**src/rtl/vga_pkg.sv**
```systemverilog
// vga_pkg: shared axis state encoding and default 640x480@60 timing constants.
package vga_pkg;
    typedef enum logic [1:0] {AX_ACT, AX_FP, AX_SYNC, AX_BP} axis_state_t;
    localparam int COORD_W      = 10;
    localparam int DEF_H_ACTIVE = 640;
    localparam int DEF_H_FP     = 16;
    localparam int DEF_H_SYNC   = 96;
    localparam int DEF_H_BP     = 48;
    localparam int DEF_V_ACTIVE = 480;
    localparam int DEF_V_FP     = 10;
    localparam int DEF_V_SYNC   = 2;
    localparam int DEF_V_BP     = 33;
endpackage

```
**src/rtl/vga_axis_fsm.sv**
```systemverilog
// vga_axis_fsm: one raster axis; counts 0..TOTAL-1 per step, tracks ACT/FP/SYNC/BP, flags the wrap step.
module vga_axis_fsm import vga_pkg::*; #(
    parameter int ACTIVE = DEF_H_ACTIVE,
    parameter int FP     = DEF_H_FP,
    parameter int SYNC   = DEF_H_SYNC,
    parameter int BP     = DEF_H_BP
) (
    input  logic               clk,
    input  logic               rst_n,
    input  logic               step,
    output logic [COORD_W-1:0] count,
    output axis_state_t        state,
    output logic               wrap
);
    localparam int TOTAL = ACTIVE + FP + SYNC + BP;
    localparam logic [COORD_W-1:0] LAST   = COORD_W'(TOTAL - 1);
    localparam logic [COORD_W-1:0] B_FP   = COORD_W'(ACTIVE);
    localparam logic [COORD_W-1:0] B_SYNC = COORD_W'(ACTIVE + FP);
    localparam logic [COORD_W-1:0] B_BP   = COORD_W'(ACTIVE + FP + SYNC);
    logic [COORD_W-1:0] count_nxt;
    axis_state_t state_nxt;
    // State is decoded from the count being loaded so both registers stay in lockstep.
    always_comb begin
        wrap      = step && count == LAST;
        count_nxt = !step ? count : wrap ? '0 : count + 1'b1;
        state_nxt = count_nxt < B_FP ? AX_ACT : count_nxt < B_SYNC ? AX_FP :
                    count_nxt < B_BP ? AX_SYNC : AX_BP;
    end
    always_ff @(posedge clk or negedge rst_n)
        if (!rst_n) begin
            count <= LAST;
            state <= AX_BP;
        end else begin
            count <= count_nxt;
            state <= state_nxt;
        end
endmodule

```
**src/rtl/vga_timing_gen.sv**
```systemverilog
// vga_timing_gen: VGA raster timing (pixel strobe, x/y, syncs, blank); VGA_TIMING_FRAME_CNT_EN adds frame_cnt.
module vga_timing_gen import vga_pkg::*; #(
    parameter int CLK_DIV  = 2,
    parameter int H_ACTIVE = DEF_H_ACTIVE,
    parameter int H_FP     = DEF_H_FP,
    parameter int H_SYNC   = DEF_H_SYNC,
    parameter int H_BP     = DEF_H_BP,
    parameter int V_ACTIVE = DEF_V_ACTIVE,
    parameter int V_FP     = DEF_V_FP,
    parameter int V_SYNC   = DEF_V_SYNC,
    parameter int V_BP     = DEF_V_BP,
    parameter int SYNC_POL = 0
) (
    input  logic               clk,
    input  logic               rst_n,
    output logic               pix_en,
    output logic               vga_clk,
    output logic [COORD_W-1:0] x,
    output logic [COORD_W-1:0] y,
    output logic               h_sync,
    output logic               v_sync,
    output logic               blank_n,
    output logic               line_start,
`ifdef VGA_TIMING_FRAME_CNT_EN
    output logic               frame_start,
    output logic [15:0]        frame_cnt
`else
    output logic               frame_start
`endif
);
    localparam int DIV_W = CLK_DIV > 1 ? $clog2(CLK_DIV) : 1;
    localparam logic [DIV_W-1:0] DIV_LAST = DIV_W'(CLK_DIV - 1);
    localparam logic [DIV_W-1:0] DIV_HALF = DIV_W'(CLK_DIV / 2);
    localparam logic POL = 1'(SYNC_POL);
    logic [DIV_W-1:0] div_cnt, div_nxt;
    logic h_wrap, v_wrap;
    axis_state_t h_state, v_state;
    assign div_nxt = div_cnt == DIV_LAST ? '0 : div_cnt + 1'b1;
    vga_axis_fsm #(.ACTIVE(H_ACTIVE), .FP(H_FP), .SYNC(H_SYNC), .BP(H_BP)) u_h (
        .clk(clk), .rst_n(rst_n), .step(pix_en), .count(x), .state(h_state), .wrap(h_wrap));
    vga_axis_fsm #(.ACTIVE(V_ACTIVE), .FP(V_FP), .SYNC(V_SYNC), .BP(V_BP)) u_v (
        .clk(clk), .rst_n(rst_n), .step(h_wrap), .count(y), .state(v_state), .wrap(v_wrap));
    assign h_sync  = h_state == AX_SYNC ? POL : ~POL;
    assign v_sync  = v_state == AX_SYNC ? POL : ~POL;
    assign blank_n = h_state == AX_ACT && v_state == AX_ACT;
    // vga_clk rises on the pixel-advance edge; with CLK_DIV=1 it degenerates to pix_en.
    always_ff @(posedge clk or negedge rst_n)
        if (!rst_n) begin
            div_cnt     <= '0;
            pix_en      <= 1'b0;
            vga_clk     <= 1'b0;
            line_start  <= 1'b0;
            frame_start <= 1'b0;
        end else begin
            div_cnt     <= div_nxt;
            pix_en      <= div_nxt == DIV_LAST;
            vga_clk     <= CLK_DIV == 1 || div_nxt < DIV_HALF;
            line_start  <= h_wrap;
            frame_start <= h_wrap && v_wrap;
        end
`ifdef VGA_TIMING_FRAME_CNT_EN
    always_ff @(posedge clk or negedge rst_n)
        if (!rst_n) frame_cnt <= '0;
        else if (h_wrap && v_wrap) frame_cnt <= frame_cnt + 1'b1;
`else
`endif
endmodule

```
**config.mk**
```make
export PLATFORM = sky130hd
export DESIGN_NAME = vga_timing_gen
export DESIGN_NICKNAME = d
export VERILOG_FILES = /design/src/rtl/vga_pkg.sv /design/src/rtl/vga_axis_fsm.sv /design/src/rtl/vga_timing_gen.sv
export SDC_FILE = /design/constraint.sdc
export NUM_CORES = 1
export LEC_CHECK = 0
export CORE_MARGIN = 4
export CORE_UTILIZATION = 50
export CTS_BUF_LIST = sky130_fd_sc_hd__clkbuf_16
export DETAILED_ROUTE_END_ITERATION = 7
export GPL_ROUTABILITY_DRIVEN = 0
export HOLD_SLACK_MARGIN = 0.08
export PLACE_DENSITY = 0.76
export SETUP_SLACK_MARGIN = 0.2
export SLEW_MARGIN = 40
export SYNTH_ARGS = -nofsm -noshare
export SYNTH_HDL_FRONTEND = slang
export SYNTH_SLANG_ARGS = --single-unit
```
**constraint.sdc**
```tcl
create_clock -name clk -period 2.6 [get_ports clk]
set_clock_uncertainty 0.1 [all_clocks]
set_input_delay 0.39 -clock clk [delete_from_list [all_inputs] [get_ports clk]]
set_output_delay 0.39 -clock clk [all_outputs]
set_load 0.05 [all_outputs]
```
[After elaboration in Yosys (flattened, before gate mapping)]
Cells that the tools add are included.
Operators by class
  add/subtract/negate cells: 3
  $lt $le $gt $ge: 7
  equal/unequal tests: 4
  mux-type cells: 13
  reduce and logical (&&, ||, !) cells: 6
Operator list (number)
  two-way mux 10 bit: 4
  less-than comparator 10 bit (second input constant): 3
  less-than comparator 10 x 9 -> 1 bit (second input constant): 3
  adder 10 x 1 -> 10 bit (second input constant): 2
  == test 10 bit (second input constant): 2
  two-way mux 2 bit: 4
  two-way mux 1 bit: 5
  == test 2 bit (second input constant): 2
  logical AND 1 bit: 4
  zero test 2 bit: 2
  adder 1 bit (second input constant): 1
  less-than comparator 1 bit (second input constant): 1
Storage, ports and cells
  bits in registers: 28
  input port bits: 2
  output and inout bits: 27
  word-level logic and storage cells: 41

[Logic depth before layout (Yosys ltp)]
Gate-level depths: netlist (run 1).
  depth in word-level cells: 9
  mapped depth: 9
  mapped depth without buffers: 8

[Cells and area by module]
A second synthesis (run 1) with hierarchy kept.
Unflattened totals
  cell total of the unflattened synthesis: 147
  area, all modules: 1536.5 um^2
Modules (own cells, without submodules)
  vga_axis_fsm at u_v: times used 1, cells each 81, area each 755.7 um^2, sequential area each 306.5 um^2
  vga_axis_fsm at u_h: times used 1, cells each 57, area each 645.6 um^2, sequential area each 311.5 um^2
  vga_timing_gen: times used 1, cells each 9, area each 135.1 um^2, sequential area each 100.1 um^2

[Worst setup path after synthesis (run 1)]
No wires, ideal clock.
  path type: register -> output
  start point: register u_v.state[0]
  end point: output port blank_n
  arrival time: 1886 ps
  required time: 2110 ps
  slack: 224 ps
  cell stages (with the launch flop): 2
  buffers on the path: 0
  cell sequence: dfstp_2 nor4_1
Between the ends
  longest elaborated chain between the ends: 2
RTL lines
  from (decl): RTL line vga_axis_fsm.sv:12  | output axis_state_t state,
  from (signal assigned): RTL line vga_axis_fsm.sv:35  | state <= state_nxt;
  zero test 2 bit: RTL line vga_timing_gen.sv:45  | assign blank_n = h_state == AX_ACT && v_state == AX_ACT;
  logical AND 1 bit: RTL line vga_timing_gen.sv:45
  to (decl): RTL line vga_timing_gen.sv:22  | output logic blank_n,
No other way between the ends.

[Final worst setup path (run 1)]
  start point: register u_h.count[0]
  end point: register u_v.state[0]
Between the ends
  longest elaborated chain between the ends: 9
  elaborated cells between the ends (all ways): 11
  those cells by class: 3 x order compare; 1 x eq/ne; 5 x mux; 2 x reduce/logical
RTL lines
  from (decl): RTL line vga_axis_fsm.sv:11  | output logic [COORD_W-1:0] count,
  from (signal assigned): RTL line vga_axis_fsm.sv:34  | count <= count_nxt;
  == test 10 bit *: RTL line vga_axis_fsm.sv:24  | wrap = step && count == LAST;
  logical AND 1 bit *: RTL line vga_axis_fsm.sv:24
  logical AND 1 bit: RTL line vga_axis_fsm.sv:24
  two-way mux 10 bit: RTL line vga_axis_fsm.sv:25  | count_nxt = !step ? count : wrap ? '0 : count + 1'b1;
  two-way mux 10 bit *: RTL line vga_axis_fsm.sv:25
  less-than comparator 10 x 9 -> 1 bit: RTL line vga_axis_fsm.sv:27  | count_nxt < B_BP ? AX_SYNC : AX_BP;
  two-way mux 1 bit: RTL line vga_axis_fsm.sv:27
  two-way mux 2 bit: RTL line vga_axis_fsm.sv:26  | state_nxt = count_nxt < B_FP ? AX_ACT : count_nxt < B_SYNC ? AX_FP :
  two-way mux 2 bit *: RTL line vga_axis_fsm.sv:26
  net u_v.state_nxt[0]: RTL line vga_axis_fsm.sv:21  | axis_state_t state_nxt;
The timed path passes the listed nets; every way through them passes the cells marked *.

==> summary.md, run 1 <==
| Metric | Value |
|---|---|
| Status | finished, final reports clean |
| Post-route insts no fill | 236 |
| Post-synthesis sequential element count | 28 |
| Startpoint class of the critical path | flip-flop |
| CTS Root Cell | clkbuf_16 |
| Vias per cell | 5.69 |
| Setup bufs post-CTS | 0 |
| Measured slew at the worst slew-check pin | approximately 0.53 ns |
| Post-synthesis cell area | 0.00171 mm^2 |
| Number of DRC markers in iteration 0 | 56 |
| Final setup TNS | 0 ns |
| Most common cell in the netlist | nand2_1 |
| Die Y | between 60 and 70 um |
| CORE AREA | between 0.003 and 0.004 mm^2 |
| Post-CTS resize count | 0 |
| Wirelength, routed | 3.72 mm |
| Placed cell count | approximately 230 |
| Via count | 1342 |
| Number of enable flip-flop cells after synthesis | 0 |
| Fin. max-slew vios | 0 |
| Syn Inst Count | 166 |
| Post-synthesis async set-or-reset flop share | 100% |
| H-tree lvl count | 1 |
| Worst setup margin | 0.289 ns |
| Setup violators final | 0 |
| Number of diodes | 0 |
| PortBufs | 28 |
| Most used DFF post-synth | dfstp_2 |
| Share of the synthesized area in the top cell type | 21.5% |
| Initial antenna violation count | 0 |
| Die X | 66.6 um |
| Power per cell area | between 400 and 500 mW/mm^2 |
| DP HPWL | 2.63 mm |
| Synth-to-Final Area Change | 20.1% |
| Final hold violations | 0 |
| Rows | 20 |
| Max Fclk | 0.433 GHz |
| Unique cell type count in the Yosys netlist | 46 |
| Ports | 29 |
| ANT nets after route | 0 |
| Largest cells by area after synthesis | dfstp_2, dfrtp_1, nand2_1 |
| Initial Util | 54.4% |
| Clock sink count | 28 |
| Leak pwr | 0.823 nW |
| Fin crit period | 2.31 ns |
| Global-route wire length before repair | 6.17 mm |
| CTS tree | built |
| Max VDD drop | 0.264 mV |
| Largest net degree at the start of global routing | 29 |
| Wire per inst | between 15 and 20 um |
| Most frequent cells after synthesis | nand2_1, dfrtp_1, dfstp_2, nor2_1, xnor2_1 |
| Setup repair after global routing missed its margin | no |
| Total track usage | 18.3% |
| CP endpoint kind | flip-flop |
| HP Class | input pin to asynchronous set/reset pin |
| Crit path max fanout | 7 |
| Hold_buf cts | 0 |
| Sequential fraction of the synthesis area | 41.9% |
| Fraction of layout cells with a size suffix above 1 | 20.3% |
| Largest area contributor in the netlist | dfstp_2 |
| Final layout net count | 198 |
| Clock-pin slew on the worst setup and hold paths | 0.07 ns |
| Pre-CTS setup slack | 0.299 ns |
| Fin crit share | 88.9% |
| DIE AREA | about 0.0044 mm^2 |
| Global route overflow | 0 |
| Rel. slew slack | 64.8% |
| CTS buffer count | 3 |
| Worst-Skew Late Latency | 0.27 ns |
| Synth warnings | 0 |
| Critical Path AT | 2.41 ns |
| Required time worst endpoint | 2.70 ns |
| Max-cap check violation count | 0 |
| DRC violations left | 0 |
| Pre-antenna DRT Iters | 4 |
| Vias in the first global route | approximately 1200 |
| Syn nets | 171 |
| Maximum clock path buffer count | 2 |
| Syn_area_per_cell | 10.3 um^2 |
| Crit path kind | flip-flop to flip-flop |
path summary, 6_finish.rpt:
| check | start | to | slack [ns] | cells past startpoint |
|---|---|---|---|---|
| min in group clk | u_h.count[2] | u_h.count[2] | 0.40 | 1 |
| max in group asynchronous | rst_n | u_h.count[1] | 1.71 | 2 |
| hold / removal | rst_n | u_v.count[5] | 0.38 | 2 |
| setup reg to reg | u_h.count[0] | u_v.state[0] | 0.29 | 7 |
| hold reg to reg | u_h.count[2] | u_h.count[2] | 0.40 | 1 |
| setup / recovery | u_h.count[0] | u_v.state[0] | 0.29 | 7 |
critical path, stage by stage, from the launching register on:
cell     delay [ns]
dfstp_2        0.59
ha_2           0.22
and4b_4        0.32
nand4_4        0.12
or3_1          0.38
a32oi_2        0.26
nand2_1        0.08
a21o_1         0.17
sequential cells by signal, indices dropped and copies added, names as in the netlist:
register and cells:
frame_start 1, line_start 1, pix_en 1, u_h.count 10, u_h.state 2, u_v.count 10
u_v.state 2, vga_clk 1
cell families (layout without fill, tap and decap cells):
kind of cell | Yosys count | in the layout | synth area share [%]
simple gates | 79 | 79 | 28.2
buf+inv | 14 | 40 | 8.83
mux | 1 | 1 | 0.657
xor+xnor | 14 | 14 | 7.15
flops | 28 | 28 | 41.9
fa+ha+maj | 3 | 3 | 2.19
compound gates | 27 | 27 | 11.0
cell usage in the layout (no fill, tap or decap), types with 2 or more instances in the layout:
cell / instances
nand2_1: 23
inv_1: 5
nor2_1: 14
dfstp_2: 14
nor3_1: 4
xnor2_1: 8
o31ai_1: 2
clkdlybuf4s50_1: 28
o21ai_1: 3
dfrtp_1: 14
ha_1: 2
nand3_1: 6
a211oi_1: 2
and2_2: 2
nor4_1: 4
a21o_1: 3
nand2b_1: 3
buf_4: 2
nand4_4: 2
clkbuf_16: 3
o21ai_0: 4
xor2_1: 6
nand4_1: 3
o41ai_2: 2
a21oi_1: 5
or3_1: 5
power by group:
group	internal, W	switching [W]
registers	0.000437	0
logic	0.00000230	0.00000771
clock network	0.000307	0.000153
cell type report:
type | count | area, um^2
Multi-Input combinational cell | 124 | 862
Fill cell | 266 | 1090
Timing Repair Buffer | 30 | 295
Tap cell | 44 | 55.1
Inverter | 6 | 22.5
Clock inverter | 1 | 30.0
Sequential cell | 28 | 718
Clock buffer | 3 | 75.1
per-layer routing:
metal / up-vias / global-route usage, % / share of wire [%]
met2: 47 / 29.2 / 48
li1: 641 / - / -
met5: - / 0 / 0
met1: 645 / 25.0 / 44
met4: 0 / 6.85 / 2.1
met3: 9 / 2.87 / 6.1
stage by stage:
stage / utilization [%] / area [um^2] / power [W] / hold slack, ns
floorplan: - / 1710 / 0.000444 / -0.00559
global placement: 61.4 / 1940 / 0.000455 / 0.392
detailed placement: 61.4 / 1940 / 0.000455 / 0.390
CTS: 64.7 / 2040 / 0.000906 / 0.404
global route: 65.3 / 2060 / 0.000927 / 0.414
finish: 65.3 / 2060 / 0.000906 / 0.381
(Power assumes the default switching activity.)
==> run 2, diff against run 1 <==
--- a/config.mk
+++ b/config.mk
@@ -5,12 +5,14 @@
 export SDC_FILE = /design/constraint.sdc
 export NUM_CORES = 1
 export LEC_CHECK = 0
+export CAP_MARGIN = 20
 export CORE_MARGIN = 4
 export CORE_UTILIZATION = 50
 export CTS_BUF_LIST = sky130_fd_sc_hd__clkbuf_16
 export DETAILED_ROUTE_END_ITERATION = 7
 export GPL_ROUTABILITY_DRIVEN = 0
 export HOLD_SLACK_MARGIN = 0.08
+export MAX_ROUTING_LAYER = met4
 export PLACE_DENSITY = 0.76
 export SETUP_SLACK_MARGIN = 0.2
 export SLEW_MARGIN = 40
==> run 2 against run 1 <==
Global-route usage up 0.48 points. Maximum frequency is essentially flat. Final cell count unchanged. Register-to-register slack hardly changed. Worst setup slack worse by 0.0013 ns. Via count about the same. First-iteration DRC count is 8.9% lower. Routed wire length fell by 0.43%.
==> summary.md, run 2 (synthesis results as in run 1) <==
| Metric | Value |
|---|---|
| Fin crit period | 2.31 ns |
| CORE AREA | ~0.0032 mm^2 |
| Most frequent cells in the layout | clkdlybuf4s50_1, nand2_1, nor2_1, dfrtp_1, dfstp_2 |
| Setup repair after global routing missed its margin | no |
| Finished Core Util | 65.3% |
| Post-DP Area | slightly below 0.002 mm^2 |
| Critical R2R Launch | u_h.count[0] |
| Measured slew at the worst slew-check pin | approximately 0.51 ns |
| DRC violations left | 0 |
| Clock sink count | 28 |
| Final hold violations | 0 |
| Rel. slew slack | 65.8% |
| Fraction of layout cells with a size suffix above 1 | about a fifth |
| Hold_buf cts | 0 |
| Startpoint class of the critical path | flip-flop |
| Largest net degree at the start of global routing | 29 |
| PortBufs | 28 |
| Worst r2r path cells | 7 |
| Global route overflow | 0 |
| Synth-to-Final Area Change | 20.1% |
| Flip-flop and latch area | ~700 um^2 |
| Status | finished, final reports clean |
| Wirelength, routed | between 3 and 4 mm |
| Top Registers | u_h.count x10, u_v.count x10 |
| DIE AREA | 0.00443 mm^2 |
| Setup violators final | 0 |
| Filler cells | between 200 and 300 |
| Pre-antenna DRT Iters | 4 |
| Initial Util | between 50 and 60% |
| Leak pwr | 0.823 nW |
| Final layout net count | a little under 200 |
| CTS tree | built |
| Final setup TNS | 0 ns |
| Hold_ws | 0.381 ns |
| Initial antenna violation count | 0 |
| ANT nets after route | 0 |
| Die X | 66.6 um |
| CTS buffer count | 3 |
| Crit path kind | flip-flop to flip-flop |
| Max-cap check violation count | 0 |
| CP endpoint kind | flip-flop |
| Max VDD drop | 0.264 mV |
| RR Endpoint | u_v.state[0] |
| DP HPWL | 2.63 mm |
| Fin. max-slew vios | 0 |
| Crit path max fanout | 7 |
| Clock-pin slew on the worst setup and hold paths | approximately 0.07 ns |
| Number of DRC markers in iteration 0 | 51 |
| Max Fclk | 0.432 GHz |
| Power Total | 0.000905 W |
| Area of the multi-input gates | 862 um^2 |
| Critical Path AT | 2.41 ns |
| Power per cell area | between 400 and 500 mW/mm^2 |
| Setup bufs post-CTS | 0 |
| Fin crit share | 88.9% |
| Via count | 1343 |
| Rows | 20 |
| Worst-Skew Late Latency | 0.27 ns |
| Required time worst endpoint | about 2.7 ns |
| HP Class | input pin to asynchronous set/reset pin |
| Vias in the first global route | 1246 |
| Ports | 29 |
| Total track usage | 18.8% |
| H-tree lvl count | 1 |
| Vias per cell | 5.69 |
| Wire per inst | 15.7 um |
| Global-route wire length before repair | 6.16 mm |
| Die Y | 66.6 um |
| Commonest non-fill, non-tap cell in the layout | clkdlybuf4s50_1 |
| Post-Layout Inst Area | roughly 0.0021 mm^2 |
| CTS Root Cell | clkbuf_16 |
| Maximum clock path buffer count | 2 |
| Number of diodes | 0 |
| Reg2reg setup slack | roughly 0.29 ns |
## run 2: what timing repair did
| item | CTS | global route |
|---|---|---|
| gates resized for setup | 0 | 3 |
| hold endpoints to repair | 0 | 0 |
| setup endpoints to repair | 0 | 4 |
## run 2: layout make-up
type	instances	area share, %
sequential	28	34.9
multi-input combinational	124	41.9
inverter	6	1.09
clock inverter	1	1.46
timing repair buffer	30	14.3
tap	44	2.67
clock buffer	3	3.65
## run 2: critical path, stage by stage, from the launching register on
cell and delay, ns:
dfstp_2 0.59, ha_2 0.22, and4b_4 0.32, nand4_4 0.12, or3_1 0.38, a32oi_2 0.26
nand2_1 0.08, a21o_1 0.17
## run 2: worst max-delay path by stage
stage | start | to | slack (ns) | depth (start not counted)
finish | u_h.count[0] | u_v.state[0] | 0.29 | 7
global route | u_h.count[0] | u_h.state[0] | 0.17 | 8
CTS | u_h.count[0] | u_v.state[0] | 0.21 | 7
detailed placement | u_h.count[0] | u_v.state[0] | 0.30 | 7
global placement | u_h.count[0] | u_v.state[0] | 0.40 | 7
floorplan | u_v.state[0] | blank_n | 0.22 | 1
## run 2: power by group
part	switching, W	internal (W)
registers	0	0.000437
logic	0.00000769	0.00000230
clock network	0.000152	0.000307
## run 2: stage by stage
stage	cells	worst slack, ns
2_1_floorplan	166	0.224
3_3_place_gp	232	0.404
3_5_place_dp	232	0.299
4_1_cts	236	0.215
5_1_grt	236	0.169
6_report	236	0.287
## run 2: routing by layer
layer / vias to the layer above / global-route usage (%) / share of wire [%] / wire length (um)
met5: - / - / 0 / 0
met4: 0 / 6.85 / 2.1 / 78
met3: 9 / 2.53 / 5.6 / 206
met2: 49 / 29.2 / 48 / 1780
met1: 644 / 25.2 / 44 / 1640
li1: 641 / - / - / -
